[src/rtl/pipe_hazard_ctrl.sv]
// Hazard and sequencing controller for the 5-stage MIPS pipeline.
// Produces EX-stage forwarding selects, the IF/ID flush, load-use and
// ID-branch stall controls, and a whole-pipeline freeze while a
// multi-cycle data-memory access is outstanding.
// Optional performance counters are enabled by defining HAZ_PERF_CNT_EN.
module pipe_hazard_ctrl #(
    parameter int STALL_W     = 2,
    parameter int MEM_TIMEOUT = 64,
    parameter int CNT_W       = 16
) (
    input  logic       clk,
    input  logic       rst,
    input  logic [4:0] id_rs,
    input  logic [4:0] id_rt,
    input  logic       id_branch,
    input  logic       id_jr,
    input  logic       id_jump,
    input  logic       id_zero,
    input  logic [4:0] ex_rs,
    input  logic [4:0] ex_rt,
    input  logic       ex_memread,
    input  logic       ex_regwrite,
    input  logic [4:0] ex_writereg,
    input  logic       mem_regwrite,
    input  logic [4:0] mem_writereg,
    input  logic       wb_regwrite,
    input  logic [4:0] wb_writereg,
    input  logic       dmem_req,
    input  logic       dmem_ready,
    output logic [1:0] dfasel,
    output logic [1:0] dfbsel,
    output logic       flush,
    output logic       hold_if,
    output logic       bubble_ex,
    output logic       freeze,
    output logic       mem_err
`ifdef HAZ_PERF_CNT_EN
    ,
    output logic [CNT_W-1:0] stall_cnt,
    output logic [CNT_W-1:0] flush_cnt,
    output logic [CNT_W-1:0] freeze_cnt
`endif
);

    localparam int TMO_W = $clog2(MEM_TIMEOUT + 1);

    if (CNT_W < 1) begin : g_bad_cnt_w
        $error("CNT_W must be at least 1");
    end

    typedef enum logic [1:0] {RUN, STALL, MEMWAIT} state_t;

    state_t             state_q, state_d;
    logic [STALL_W-1:0] stall_q, stall_d;
    logic [TMO_W-1:0]   tmo_q, tmo_d;
    logic               err_q, err_d;

    logic [STALL_W-1:0] haz_cnt;
    logic               hold_c, flush_c, freeze_c;
    logic [1:0]         fwd_a, fwd_b;
    logic               mem_busy, bj;

    // A source register in ID matches a producer (r0 never matches)
    function automatic logic id_match(input logic [4:0] r, input logic [4:0] rs,
                                      input logic [4:0] rt);
        return (r != 5'd0) && ((r == rs) || (r == rt));
    endfunction

    // Forwarding select for one EX operand; the younger MEM result wins over WB
    function automatic logic [1:0] fwd_sel(input logic [4:0] src, input logic mrw,
                                           input logic [4:0] mwr, input logic wrw,
                                           input logic [4:0] wwr);
        if (mrw && (mwr != 5'd0) && (mwr == src))      return 2'b01;
        else if (wrw && (wwr != 5'd0) && (wwr == src)) return 2'b10;
        else                                           return 2'b00;
    endfunction

    // Forwarding selects and hazard stall length from the current pipeline contents
    always_comb begin
        fwd_a    = fwd_sel(ex_rs, mem_regwrite, mem_writereg, wb_regwrite, wb_writereg);
        fwd_b    = fwd_sel(ex_rt, mem_regwrite, mem_writereg, wb_regwrite, wb_writereg);
        mem_busy = dmem_req && !dmem_ready;
        bj       = id_branch || id_jr;
        haz_cnt  = '0;
        if (bj && ex_memread && id_match(ex_writereg, id_rs, id_rt))
            haz_cnt = STALL_W'(2);
        else if ((ex_memread && id_match(ex_writereg, id_rs, id_rt)) ||
                 (bj && ex_regwrite && !ex_memread && id_match(ex_writereg, id_rs, id_rt)) ||
                 (bj && mem_regwrite && dmem_req && id_match(mem_writereg, id_rs, id_rt)))
            haz_cnt = STALL_W'(1);
    end

    // Sequencing FSM: next state, counters and per-cycle pipeline controls
    always_comb begin
        state_d  = state_q;
        stall_d  = stall_q;
        tmo_d    = tmo_q;
        err_d    = err_q;
        hold_c   = 1'b0;
        flush_c  = 1'b0;
        freeze_c = 1'b0;
        case (state_q)
            RUN: begin
                if (mem_busy) begin
                    // The entry cycle already freezes and counts toward the timeout
                    freeze_c = 1'b1;
                    tmo_d    = TMO_W'(1);
                    state_d  = MEMWAIT;
                end else if (haz_cnt != '0) begin
                    hold_c  = 1'b1;
                    stall_d = haz_cnt - STALL_W'(1);
                    if (stall_d != '0) state_d = STALL;
                end else if (id_jump || id_jr || (id_branch && id_zero)) begin
                    flush_c = 1'b1;
                end
            end
            STALL: begin
                if (mem_busy) begin
                    // Stall counter is held so the stall resumes after the access
                    freeze_c = 1'b1;
                    tmo_d    = TMO_W'(1);
                    state_d  = MEMWAIT;
                end else if (stall_q != '0) begin
                    hold_c  = 1'b1;
                    stall_d = stall_q - STALL_W'(1);
                    if (stall_d == '0) state_d = RUN;
                end else begin
                    state_d = RUN;
                end
            end
            MEMWAIT: begin
                if (dmem_ready) begin
                    tmo_d   = '0;
                    state_d = (stall_q != '0) ? STALL : RUN;
                end else begin
                    freeze_c = 1'b1;
                    if (tmo_q >= TMO_W'(MEM_TIMEOUT - 1)) begin
                        err_d   = 1'b1;
                        tmo_d   = '0;
                        stall_d = '0;
                        state_d = RUN;
                    end else begin
                        tmo_d = tmo_q + TMO_W'(1);
                    end
                end
            end
            default: state_d = RUN;
        endcase
    end

    // Controller state registers
    always_ff @(posedge clk or posedge rst) begin
        if (rst) begin
            state_q <= RUN;
            stall_q <= '0;
            tmo_q   <= '0;
            err_q   <= 1'b0;
        end else begin
            state_q <= state_d;
            stall_q <= stall_d;
            tmo_q   <= tmo_d;
            err_q   <= err_d;
        end
    end

    // Outputs are forced low while reset is asserted, including the combinational ones
    assign dfasel    = rst ? 2'b00 : fwd_a;
    assign dfbsel    = rst ? 2'b00 : fwd_b;
    assign flush     = flush_c  && !rst;
    assign hold_if   = hold_c   && !rst;
    assign bubble_ex = hold_c   && !rst;
    assign freeze    = freeze_c && !rst;
    assign mem_err   = err_q;

`ifdef HAZ_PERF_CNT_EN
    logic [CNT_W-1:0] stall_cnt_q, flush_cnt_q, freeze_cnt_q;

    // Saturating event counters for stall, flush and freeze cycles
    always_ff @(posedge clk or posedge rst) begin
        if (rst) begin
            stall_cnt_q  <= '0;
            flush_cnt_q  <= '0;
            freeze_cnt_q <= '0;
        end else begin
            if (hold_if && !(&stall_cnt_q))  stall_cnt_q  <= stall_cnt_q + CNT_W'(1);
            if (flush && !(&flush_cnt_q))    flush_cnt_q  <= flush_cnt_q + CNT_W'(1);
            if (freeze && !(&freeze_cnt_q))  freeze_cnt_q <= freeze_cnt_q + CNT_W'(1);
        end
    end

    assign stall_cnt  = stall_cnt_q;
    assign flush_cnt  = flush_cnt_q;
    assign freeze_cnt = freeze_cnt_q;
`endif

endmodule
[config.mk]
export PLATFORM = sky130hd
export DESIGN_NAME = pipe_hazard_ctrl
export DESIGN_NICKNAME = d
export VERILOG_FILES = /design/src/rtl/pipe_hazard_ctrl.sv
export SDC_FILE = /design/constraint.sdc
export NUM_CORES = 1
export LEC_CHECK = 0
export ABC_AREA = 1
export BUFFER_PORTS_ARGS = -buffer_cell sky130_fd_sc_hd__buf_2
export CORE_AREA = 4 4 62 64
export CTS_BUF_LIST = sky130_fd_sc_hd__clkbuf_8 sky130_fd_sc_hd__clkbuf_16
export CTS_CLUSTER_SIZE = 8
export DETAILED_ROUTE_END_ITERATION = 8
export DIE_AREA = 0 0 66 68
export PLACE_DENSITY = 0.78
export SLEW_MARGIN = 15
export SYNTH_ARGS = -nofsm -noshare
export SYNTH_HDL_FRONTEND = slang
export SYNTH_SLANG_ARGS = --single-unit
export TNS_END_PERCENT = 50
[constraint.sdc]
create_clock -name clk -period 1.88 [get_ports clk]
set_clock_uncertainty 0.15 [all_clocks]
set_input_delay 0.282 -clock clk [delete_from_list [all_inputs] [get_ports clk]]
set_output_delay 0.282 -clock clk [all_outputs]
set_load 0.01 [all_outputs]
==> Word level (Yosys, flattened, before mapping) <==
Cells that the tools add are included.
{ "totals": {"register_bits": 12, "romBits": 0, "latchBits": 0, "mem_bits_rw": 0, "memories": 0} }
{ "classes": {"bitwise_logic": 1, "mux": 40, "shift": 0, "add_sub_neg": 3, "order_cmp": 1, "eq_ne": 21, "n_div": 0, "reduce_logical": 47, "n_mul": 0} }
{ "ops": {"columns": ["cell", "count"], "rows": [
  ["$eq A5 B5 Y1", 8],
  ["$mux W2", 20],
  ["$logic_and A1 B1 Y1", 22],
  ["$mux W7", 3],
  ["$reduce_bool A5 Y1", 3],
  ["$pmux W7 S2", 1],
  ["$mux W1", 12],
  ["$ne A2 B2 Y1 const B", 6],
  ["$pmux W2 S3", 2],
  ["$ne A3 B3 Y1 const B", 3],
  ["$reduce_bool A2 Y1", 4],
  ["$add A7 B1 Y7 const B", 1],
  ["$ge A7 B6 Y1 const B", 1],
  ["$logic_or A1 B1 Y1", 7],
  ["$reduce_and A7 Y1", 1],
  ["$logic_not A2 Y1", 2],
  ["$ne A4 B4 Y1 const B", 1],
  ["$pmux W1 S2", 2],
  ["$reduce_and A4 Y1", 1],
  ["$sub A2 B1 Y2 const B", 2],
  ["$logic_not A1 Y1", 3],
  ["$reduce_and A3 Y1", 1],
  ["$reduce_bool A3 Y1", 1],
  ["$eq A2 B1 Y1 const B", 1],
  ["5 further kinds", 5]
]} }

==> Longest topological paths before layout <==
Gate-level depths: netlist of the first run.
{ "logic_depth": {"word_depth": 14, "depth_mapped": 14, "depth_no_buf": 13} }

==> Least setup slack after synthesis of the first run <==
No wires, ideal clock.
{ "synth_timing": {"kind": "register to output", "from": "register state_q[0]", "to": "output port hold_if", "arrival_ns": 1.339, "n_path_buf": 1, "path_stages_with_launch": 8, "setup_slack_ns": 0.109, "path_cell_list": "dfrtp_1 -> inv_1 -> ha_1 -> inv_1 -> nor2_1 -> a21oi_1 -> nor2_1 -> buf_4"} }
{ "synth_between": {"elab_chain_cells": 3} }
{ "synth_rtl": {"columns": ["item", "line", "source"], "rows": [
  ["from (decl)", "53", "state_t state_q, state_d;"],
  ["from (signal assigned)", "159", "state_q <= state_d;"],
  ["$eq A2 B1 Y1 or $logic_not A2 Y1 (tied branches)", "102", "case (state_q)"],
  ["$pmux W1 S2 (*)", "102", null],
  ["$logic_and A1 B1 Y1 (*)", null, null],
  ["to (decl)", "33", "output logic hold_if,"]
]} }
Mark *: on every way between the ends. The rest lies on a longest branch, timed or not.

==> Worst setup path after layout of the first run <==
{ "layout_timing": {"from": "register stall_q[0]", "to": "output port bubble_ex"} }
{ "layout_between": {"elab_chain_cells": 5} }
{ "layout_rtl": {"columns": ["item", "line", "source"], "rows": [
  ["from (decl)", "54", "logic [STALL_W-1:0] stall_q, stall_d;"],
  ["from (signal assigned)", "160", "stall_q <= stall_d;"],
  ["$reduce_bool A2 Y1", "123", "end else if (stall_q != '0) begin"],
  ["$mux W1", "123", null],
  ["$mux W1", "118", "if (mem_busy) begin"],
  ["$pmux W1 S2", "102", null],
  ["$logic_and A1 B1 Y1", "171", "assign bubble_ex = hold_c && !rst;"],
  ["to (decl)", "34", "output logic bubble_ex,"]
]} }
No other way between the ends.

==> summary.txt, run 1 <==
Post-synth top area cell: dfrtp_1
Arrival time at the worst endpoint: 1.46 ns
Final Critical Period: 1.894 ns
DRT Wirelength: 4013 um
Setup crit start: stall_q[0]$_DFFE_PP0P_
Number of DRC markers in iteration 0: 59
Final Hold Vio Count: 0
# IOs: 56
Relative slew slack: 82.57%
Layout cells sized above 1: 34.18%
R2R Setup Slk: 0.08 ns
PwrDens: 813.2 nW/um^2
Slew @ Worst Pin: 0.2593 ns
R2R depth: 10
Pre-CTS setup slack: 0.09351 ns
Max-Cap Viols: 0
Pins Over Slew Limit: 0
CTS sink cnt: 12
Reg-to-reg startpoint: state_q[0]$_DFFE_PP0P_
CTS root buf: clkbuf_8
Worst-skew pair later-pin latency: 0.25 ns
First-pass GRT wire length: 6437 um
Final non-filler cell total: 362
Die footprint: 4488 sq um
Syn avg cell area: 6.271 sq um
Number of global-route vias before repair: 1581
Crit start category: flop
Fmax achieved: 528.1 MHz
Worst setup EP type: output pin
RSZ-0062 raised after global routing: true
Netlist cell types: 34
Sw power: 729.0 uW
CP Max Fanout: 3
Worst min path class: primary input to asynchronous set/reset pin
WL per Instance: 11.09 um
Gr ovfl total: 0
P&R area growth vs syn: 29.73%
Post-DR vias/cell: 4.729
Reg-to-reg critical path endpoint: tmo_q[3]$_DFFE_PP0P_
Failing checks: negative setup slack
Reg power frac: 22.4%
Comb pwr share: 60.5%
Syn Nets: 310
Largest net degree at the start of global routing: 13
Antenna diode count: 0
Finished Core Util: 63.16%
Clk slew on worst S/H paths: 0.05 ns
Switching share of power: 43.21%
# setup viols final: 2
FP Rows: 21
Fin crit share: 100.7%
Placed cell count: 355
HPWL Detailed: 3258 um
Die W: 66 um
CORE AREA: 3284 sq um
Residual DRC: 0
Fin Setup TNS: -0.02103 ns
Post-Syn Area: 1599 sq um
Top post-synthesis cells by area: dfrtp_1, nand2_1, inv_1
Initial antenna violation count: 0
GPL Wtd Cong: 0.8375
LEAKAGE: 1.116 nW
DR pass1 iterations: 6
Final nets: 372
Status: finished, violations left
Initial Util: 48.69%
CP endpoint: bubble_ex
Fraction of power consumed by the clock network: 17.1%
Yosys top cell area share: 18.78%
FILL cells: 315
CTS Buffer Depth: 2
Seq/Total Area, Yosys: 18.78%
Die Height: 68 um
Num CTS Buffers: 3
Crit path kind: flop to output pin
H-tree depth: 1
YS warnings: 0
Overall global routing resource usage: 18.30%
Maximum VDD drop: 447.2 uV
Port bufs: 55
Synthesized netlist cell count: 255
# hold bufs at CTS: 0
CTS tree: yes
DRT antenna net count: 0
Cell Int Power: 957.9 uW
Setup ws final: -0.01352 ns
CP required: 1.45 ns
Yosys reg bits: 12
Via count: 1712
## worst min path at each step
| stage | from | endpoint | slack, ns | cells past startpoint |
|---|---|---|---|---|
| floorplan | rst | mem_err$_DFFE_PP0P_ | 0.01 | 1 |
| global placement | rst | tmo_q[0]$_DFFE_PP0P_ | 0.28 | 3 |
| detailed placement | rst | mem_err$_DFFE_PP0P_ | 0.28 | 3 |
| CTS | rst | mem_err$_DFFE_PP0P_ | 0.02 | 3 |
| global route | rst | mem_err$_DFFE_PP0P_ | 0.05 | 3 |
| finish | rst | mem_err$_DFFE_PP0P_ | 0.01 | 3 |
## cell usage after synthesis
master / n
buf_6: 4
dfrtp_1: 12
nor4_1: 1
or2_0: 1
nand4_1: 3
o22ai_1: 2
a221oi_1: 1
a21oi_1: 7
o211ai_1: 1
a211o_1: 1
nand2_1: 67
a21o_2: 1
a21oi_2: 2
inv_1: 37
nor3_1: 4
nor2_2: 4
ha_1: 8
inv_2: 8
xor2_1: 12
nand3_2: 2
nor3b_2: 1
clkinv_1: 1
o21ai_0: 4
nand2_2: 6
o21ai_1: 3
a31oi_1: 1
xnor2_1: 13
or2_2: 2
o31ai_1: 1
nor2_1: 29
o21bai_1: 1
buf_4: 2
nand3_1: 12
nor4_2: 1
## cells by family (layout without fill, tap and decap cells)
group                    count (synthesis)  after routing  synth area share (%)
adder cells (fa/ha/maj)                  8              8                 6.260
flip-flops                              12             12                 18.78
AND/OR/NAND/NOR                        133            133                 37.01
buffers and inverters                   52            113                 14.55
XOR/XNOR                                25             25                 13.69
AO/OA/AOI/OAI                           25             25                 9.703
## power by group through the flow
stage          clock network [mW]  registers (mW)  logic [mW]
4_1_cts                     0.299           0.368       0.861
3_5_place_dp                    0           0.373       0.837
2_1_floorplan                   0           0.376       0.600
3_3_place_gp                    0           0.372       0.824
6_report                    0.289           0.378        1.02
5_1_grt                     0.303           0.384        1.16
## metrics by stage
stage	total power [mW]	cell area [sq um]	hold slack (ns)
after floorplan	0.9759	1599	0.01079
after global placement	1.196	1909	0.2843
after detailed placement	1.210	1909	0.2825
after CTS	1.528	1979	0.01500
after global routing	1.843	2074	0.04925
final	1.687	2074	0.01256
## layout make-up
| type | instances | area, sq um | area share (%) |
|---|---|---|---|
| Multi-Input combinational cell | 191 | 1151 | 55.49 |
| Timing Repair Buffer | 63 | 335.3 | 16.16 |
| Sequential cell | 12 | 300.3 | 14.48 |
| Inverter | 46 | 175.2 | 8.444 |
| Tap cell | 46 | 57.56 | 2.774 |
| Clock buffer | 4 | 55.05 | 2.654 |
## layer usage
| layer | routed length [um] | global-route usage (%) | up-vias | part of all wire, % |
|---|---|---|---|---|
| met3 | 256 | 4.105 | 10 | 6.4 |
| met1 | 1682 | 21.31 | 749 | 42 |
| met5 | 0 | 0 | - | 0 |
| met4 | 95 | 7.614 | 0 | 2.4 |
| met2 | 1979 | 32.42 | 49 | 49 |
| li1 | - | - | 904 | - |
## state kept, by name (all words and copies together) (netlist names)
| name | cells |
|---|---|
| state_q | 2 |
| stall_q | 2 |
| tmo_q | 7 |
| mem_err | 1 |
## cell usage in the layout (no fill, tap or decap), types with 2 or more instances in the layout
cell and instances:
a21oi_1 6, a21oi_2 2, buf_2 55, buf_4 8
clkbuf_8 4, dfrtp_1 12, ha_1 4, ha_2 2
ha_4 2, inv_1 34, inv_2 10, nand2_1 66
nand2_2 7, nand3_1 11, nand3_2 3, nand4_1 3
nor2_1 27, nor2_2 4, nor2_4 2, nor3_1 4
o21ai_0 4, o21ai_1 3, o22ai_1 2, or2_2 2
xnor2_1 13, xor2_1 12
## critical path: stages, from the launching register on
cell and delay [ns]:
dfrtp_1 0.37, inv_1 0.08, ha_2 0.20, inv_1 0.06, nand2_1 0.07, nor2_2 0.11
a21oi_2 0.04, nor2_1 0.12, buf_2 0.16
## what timing repair did
action | 4_1_cts | 5_1_grt
endpoints found under the hold margin | 0 | 0
setup endpoints to repair | 4 | 10
resized for setup | 3 | 18
buffers inserted | 1 | 2
pin swaps | 2 | 9
Power figures use the tool's default switching activity.
==> inputs of run 2 (changes only) <==
Settings changed: CORE_AREA 4 4 62 64 to 4 4 61 63, DIE_AREA 0 0 66 68 to 0 0 65 67, PLACE_DENSITY 0.78 to 0.8.
==> summary.txt, run 2 (synthesized netlist as in run 1, its figures left out) <==
Status: finished, violations left
Failing checks: negative setup slack
Setup ws final: -0.03092 ns
Overall global routing resource usage: 19.66%
Setup crit start: state_q[0]$_DFFE_PP0P_
DRT Wirelength: 4369 um
RSZ-0062 raised after global routing: true
Clk slew on worst S/H paths: 0.06 ns
First-pass GRT wire length: 6872 um
Slew @ Worst Pin: 0.5983 ns
Worst min path class: primary input to flop
Crit start category: flop
Antenna diode count: 0
Port bufs: 55
Leading cell type in the layout, fill and taps excluded: nand2_1
CTS root buf: clkbuf_8
Die footprint: 4355 sq um
CP Max Fanout: 7
H-tree depth: 1
Final Critical Period: 1.911 ns
Commonest non-fill, non-tap cells in the layout: nand2_1, buf_2, inv_1
Final Hold Vio Count: 0
Initial antenna violation count: 0
LEAKAGE: 1.130 nW
Final nets: 375
# IOs: 56
Post-place instance area: 1887 sq um
Arrival time at the worst endpoint: 1.89 ns
DR pass1 iterations: 5
Residual DRC: 0
Met1 wire length: 1840 um
Number of DRC markers in iteration 0: 60
FP Rows: 21
Die Height: 67 um
Met2 routed WL: 2175 um
WL per Instance: 11.97 um
Largest net degree at the start of global routing: 13
Reg-to-reg startpoint: state_q[0]$_DFFE_PP0P_
Initial Util: 49.48%
Hold path start: dmem_ready
Fin crit share: 101.6%
CP required: 1.86 ns
Relative slew slack: 59.98%
Pins Over Slew Limit: 0
Via count: 1783
CTS sink cnt: 12
Max-Cap Viols: 0
Num CTS Buffers: 3
DRT antenna net count: 0
GPL Wtd Cong: 0.8312
Worst setup EP type: flop
# setup viols final: 2
Layout cells sized above 1: 36.05%
Die W: 65 um
Max reg flops: 7
Gr ovfl total: 0
Crit path kind: flop to flop
Post-DR vias/cell: 4.885
P&R area growth vs syn: 32.63%
Fin area: 2121 sq um
CTS tree: yes
Reg with most FFs: tmo_q
Maximum VDD drop: 482.2 uV
Fmax achieved: 523.3 MHz
PwrDens: 841.0 nW/um^2
Top Metal Used: met4
Met3 routed WL: 272 um
Number of global-route vias before repair: 1661
CORE AREA: 3232 sq um
Worst-skew pair later-pin latency: 0.24 ns
Tot Pwr: 1.783 mW
HPWL Detailed: 3310 um
Largest registers: tmo_q (7), stall_q (2), state_q (2)
CTS Buffer Depth: 2
==> run 2: where the power goes <==
group | switching (mW) | total [mW] | internal, mW
combinational | 0.625 | 1.12 | 0.499
clock | 0.101 | 0.286 | 0.185
sequential | 0.0466 | 0.373 | 0.326
==> run 2: repair_timing <==
action / 4_1_cts / 5_1_grt
pin swaps: 1 / 12
buffers inserted: 5 / 3
endpoints found under the setup margin: 4 / 6
hold endpoints to repair: 12 / 0
gates resized for setup: 9 / 20
hold buffers: 1 / 0
==> run 2: through the flow <==
stage | setup WS, ns | TNS (ns) | utilization [%] | std cells | hold WS, ns
finish | -0.03092 | -0.06095 | 65.62 | 365 | 0.2144
global route | -0.06833 | -0.3155 | 65.62 | 365 | 0.2766
floorplan | 0.1088 | 0 | - | 255 | 0.01079
global placement | 0.08568 | 0 | 58.38 | 352 | 0.2198
CTS | 0.006584 | 0 | 62.80 | 362 | 0.2040
detailed placement | 0.06783 | 0 | 58.38 | 352 | 0.2200
==> run 2: critical path: stages (launching register included) <==
cell     delay (ns)
dfrtp_1        0.41
buf_6          0.14
ha_4           0.18
nor2_4         0.15
nor2_4         0.06
buf_4          0.14
a21oi_4        0.17
inv_4          0.08
nand3_2        0.06
nor2_1         0.05
o21ai_1        0.17
inv_1          0.06
==> run 2: area by class of cell <==
| cell class | count | area [sq um] |
|---|---|---|
| Timing Repair Buffer | 66 | 366.6 |
| Fill cell | 284 | 1111 |
| Clock buffer | 4 | 55.05 |
| Tap cell | 46 | 57.56 |
| Inverter | 46 | 177.7 |
| Multi-Input combinational cell | 191 | 1164 |
| Sequential cell | 12 | 300.3 |
==> run 2: final timing paths <==
| check | to | slack, ns | cells after the start |
|---|---|---|---|
| max | tmo_q[5]$_DFFE_PP0P_ | -0.03 | 11 |
| min | tmo_q[0]$_DFFE_PP0P_ | 0.21 | 4 |
| max reg2reg | tmo_q[5]$_DFFE_PP0P_ | -0.03 | 11 |
| min reg2reg | mem_err$_DFFE_PP0P_ | 0.32 | 1 |
| max in group asynchronous | state_q[1]$_DFFE_PP0P_ | 0.50 | 4 |
| min in group asynchronous | mem_err$_DFFE_PP0P_ | 0.69 | 4 |
==> run 2: metal layers <==
metal / global-route usage (%) / vias up
met1: 22.94 / 795
met3: 4.890 / 12
met2: 36.40 / 61
li1: - / 915
met5: 0 / -
met4: 3.430 / 0
==> inputs of run 3 (changes only) <==
Settings changed: BUFFER_PORTS_ARGS -buffer_cell sky130_fd_sc_hd__buf_2 to -buffer_cell sky130_fd_sc_hd__buf_4, PLACE_DENSITY 0.8 to 0.82.
==> summary.txt, run 3 (synthesized netlist as in run 1, its figures left out) <==
Worst-skew pair later-pin latency: 0.25 ns
Maximum VDD drop: 429.6 uV
Arrival time at the worst endpoint: 1.47 ns
H-tree depth: 1
Status: finished, violations left
RSZ-0062 raised after global routing: true
Gr ovfl total: 0
Die Height: 67 um
Port bufs: 55
Residual DRC: 0
Crit start category: flop
Commonest non-fill, non-tap cells in the layout: buf_4, nand2_1, inv_1
Initial antenna violation count: 0
Max-Cap Viols: 0
Final nets: 379
Reg-to-reg critical path endpoint: state_q[0]$_DFFE_PP0P_
Antenna diode count: 0
CORE AREA: 3232 sq um
CTS Buffer Depth: 2
DRT antenna net count: 0
FP Rows: 21
R2R Setup Slk: -0.02 ns
CTS root buf: clkbuf_8
Number of global-route vias before repair: 1718
Final Hold Vio Count: 0
Clk slew on worst S/H paths: 0.05 ns
WL per Instance: 12.72 um
Layout cells sized above 1: 36.84%
Leading cell type in the layout, fill and taps excluded: buf_4
P&R area growth vs syn: 42.41%
Finished Core Util: 70.46%
Fin crit share: 101.0%
Setup ws final: -0.01959 ns
CTS tree: yes
Slew @ Worst Pin: 0.5709 ns
PwrDens: 833.4 nW/um^2
Setup crit start: state_q[0]$_DFFE_PP0P_
Worst min path class: primary input to flop
Largest registers: tmo_q (7), stall_q (2), state_q (2)
Reg with most FFs: tmo_q
Die W: 65 um
DR pass1 iterations: 4
Post-DR vias/cell: 4.951
# IOs: 56
GPL Wtd Cong: 0.9315
# setup viols final: 5
Tot Pwr: 1.898 mW
First-pass GRT wire length: 7300 um
R2R depth: 12
Reg-to-reg startpoint: state_q[0]$_DFFE_PP0P_
Largest net degree at the start of global routing: 13
Num CTS Buffers: 3
CP endpoint: flush
Relative slew slack: 61.81%
CTS sink cnt: 12
FILL cells: 261
Number of DRC markers in iteration 0: 148
Overall global routing resource usage: 21.51%
CP required: 1.45 ns
DRT Wirelength: 4693 um
Pins Over Slew Limit: 0
Max reg flops: 7
LEAKAGE: 1.189 nW
Via count: 1827
CP Max Fanout: 5
Crit path kind: flop to output pin
Final Critical Period: 1.900 ns
Initial Util: 49.48%
Worst setup EP type: output pin
Fmax achieved: 526.4 MHz
HPWL Detailed: 3329 um
Failing checks: negative setup slack
Die footprint: 4355 sq um
[run 3: worst min-delay path by stage]
stage                           from                endpoint  slack [ns]  cells after the start
after global routing      dmem_ready    tmo_q[0]$_DFFE_PP0P_        0.19                      4
after floorplan                  rst     mem_err$_DFFE_PP0P_        0.01                      1
after CTS                 dmem_ready    tmo_q[0]$_DFFE_PP0P_        0.17                      4
final                     dmem_ready    tmo_q[0]$_DFFE_PP0P_        0.18                      4
after global placement           rst  state_q[1]$_DFFE_PP0P_        0.21                      3
after detailed placement         rst     mem_err$_DFFE_PP0P_        0.21                      3
[run 3: critical path, stage by stage (launching register included)]
cell and delay [ns]:
dfrtp_2 0.46, inv_4 0.09, ha_4 0.16, inv_2 0.05
nor2_4 0.14, nand3_1 0.09, nor2_1 0.10, buf_4 0.13
[run 3: through the flow]
stage          cells  TNS (ns)  worst slack (ns)  area, sq um  hold slack [ns]
2_1_floorplan    255         0            0.1088         1599          0.01079
3_3_place_gp     352         0           0.08556         2024           0.2102
3_5_place_dp     352         0           0.04307         2024           0.2136
4_1_cts          366  -0.03507          -0.03507         2196           0.1682
5_1_grt          369   -0.4669           -0.1211         2277           0.1878
6_report         369  -0.06780          -0.01959         2277           0.1772
[run 3: where the power goes]
group	internal, mW	switching, mW	leakage, nW
Combinational	0.574	0.648	1.00
Clock	0.186	0.103	0.0288
Sequential	0.328	0.0595	0.155
[run 3: cell type report]
class	count	area, sq um	share of cell area, %
well taps	46	57.56	2.527
flip-flops and latches	12	301.5	13.24
clock buffers	4	55.05	2.418
multi-input cells	191	1157	50.82
inverters	46	177.7	7.802
repair buffers	70	528.0	23.19
[run 3: metal layers]
layer / share of wire (%) / vias to the layer above / GRT usage, %
met1: 40 / 818 / 25.66
li1: - / 919 / -
met4: 1.8 / 0 / 5.541
met5: 0 / - / 0
met2: 51 / 75 / 39.08
met3: 6.7 / 15 / 4.216
[run 3: timing repair]
action,CTS,global route
setup buffers,9,3
endpoints found under the setup margin,5,13
gates resized for setup,12,15
hold endpoints to repair,12,0
pin swaps,5,9
cloned,0,0
hold buffers,1,0
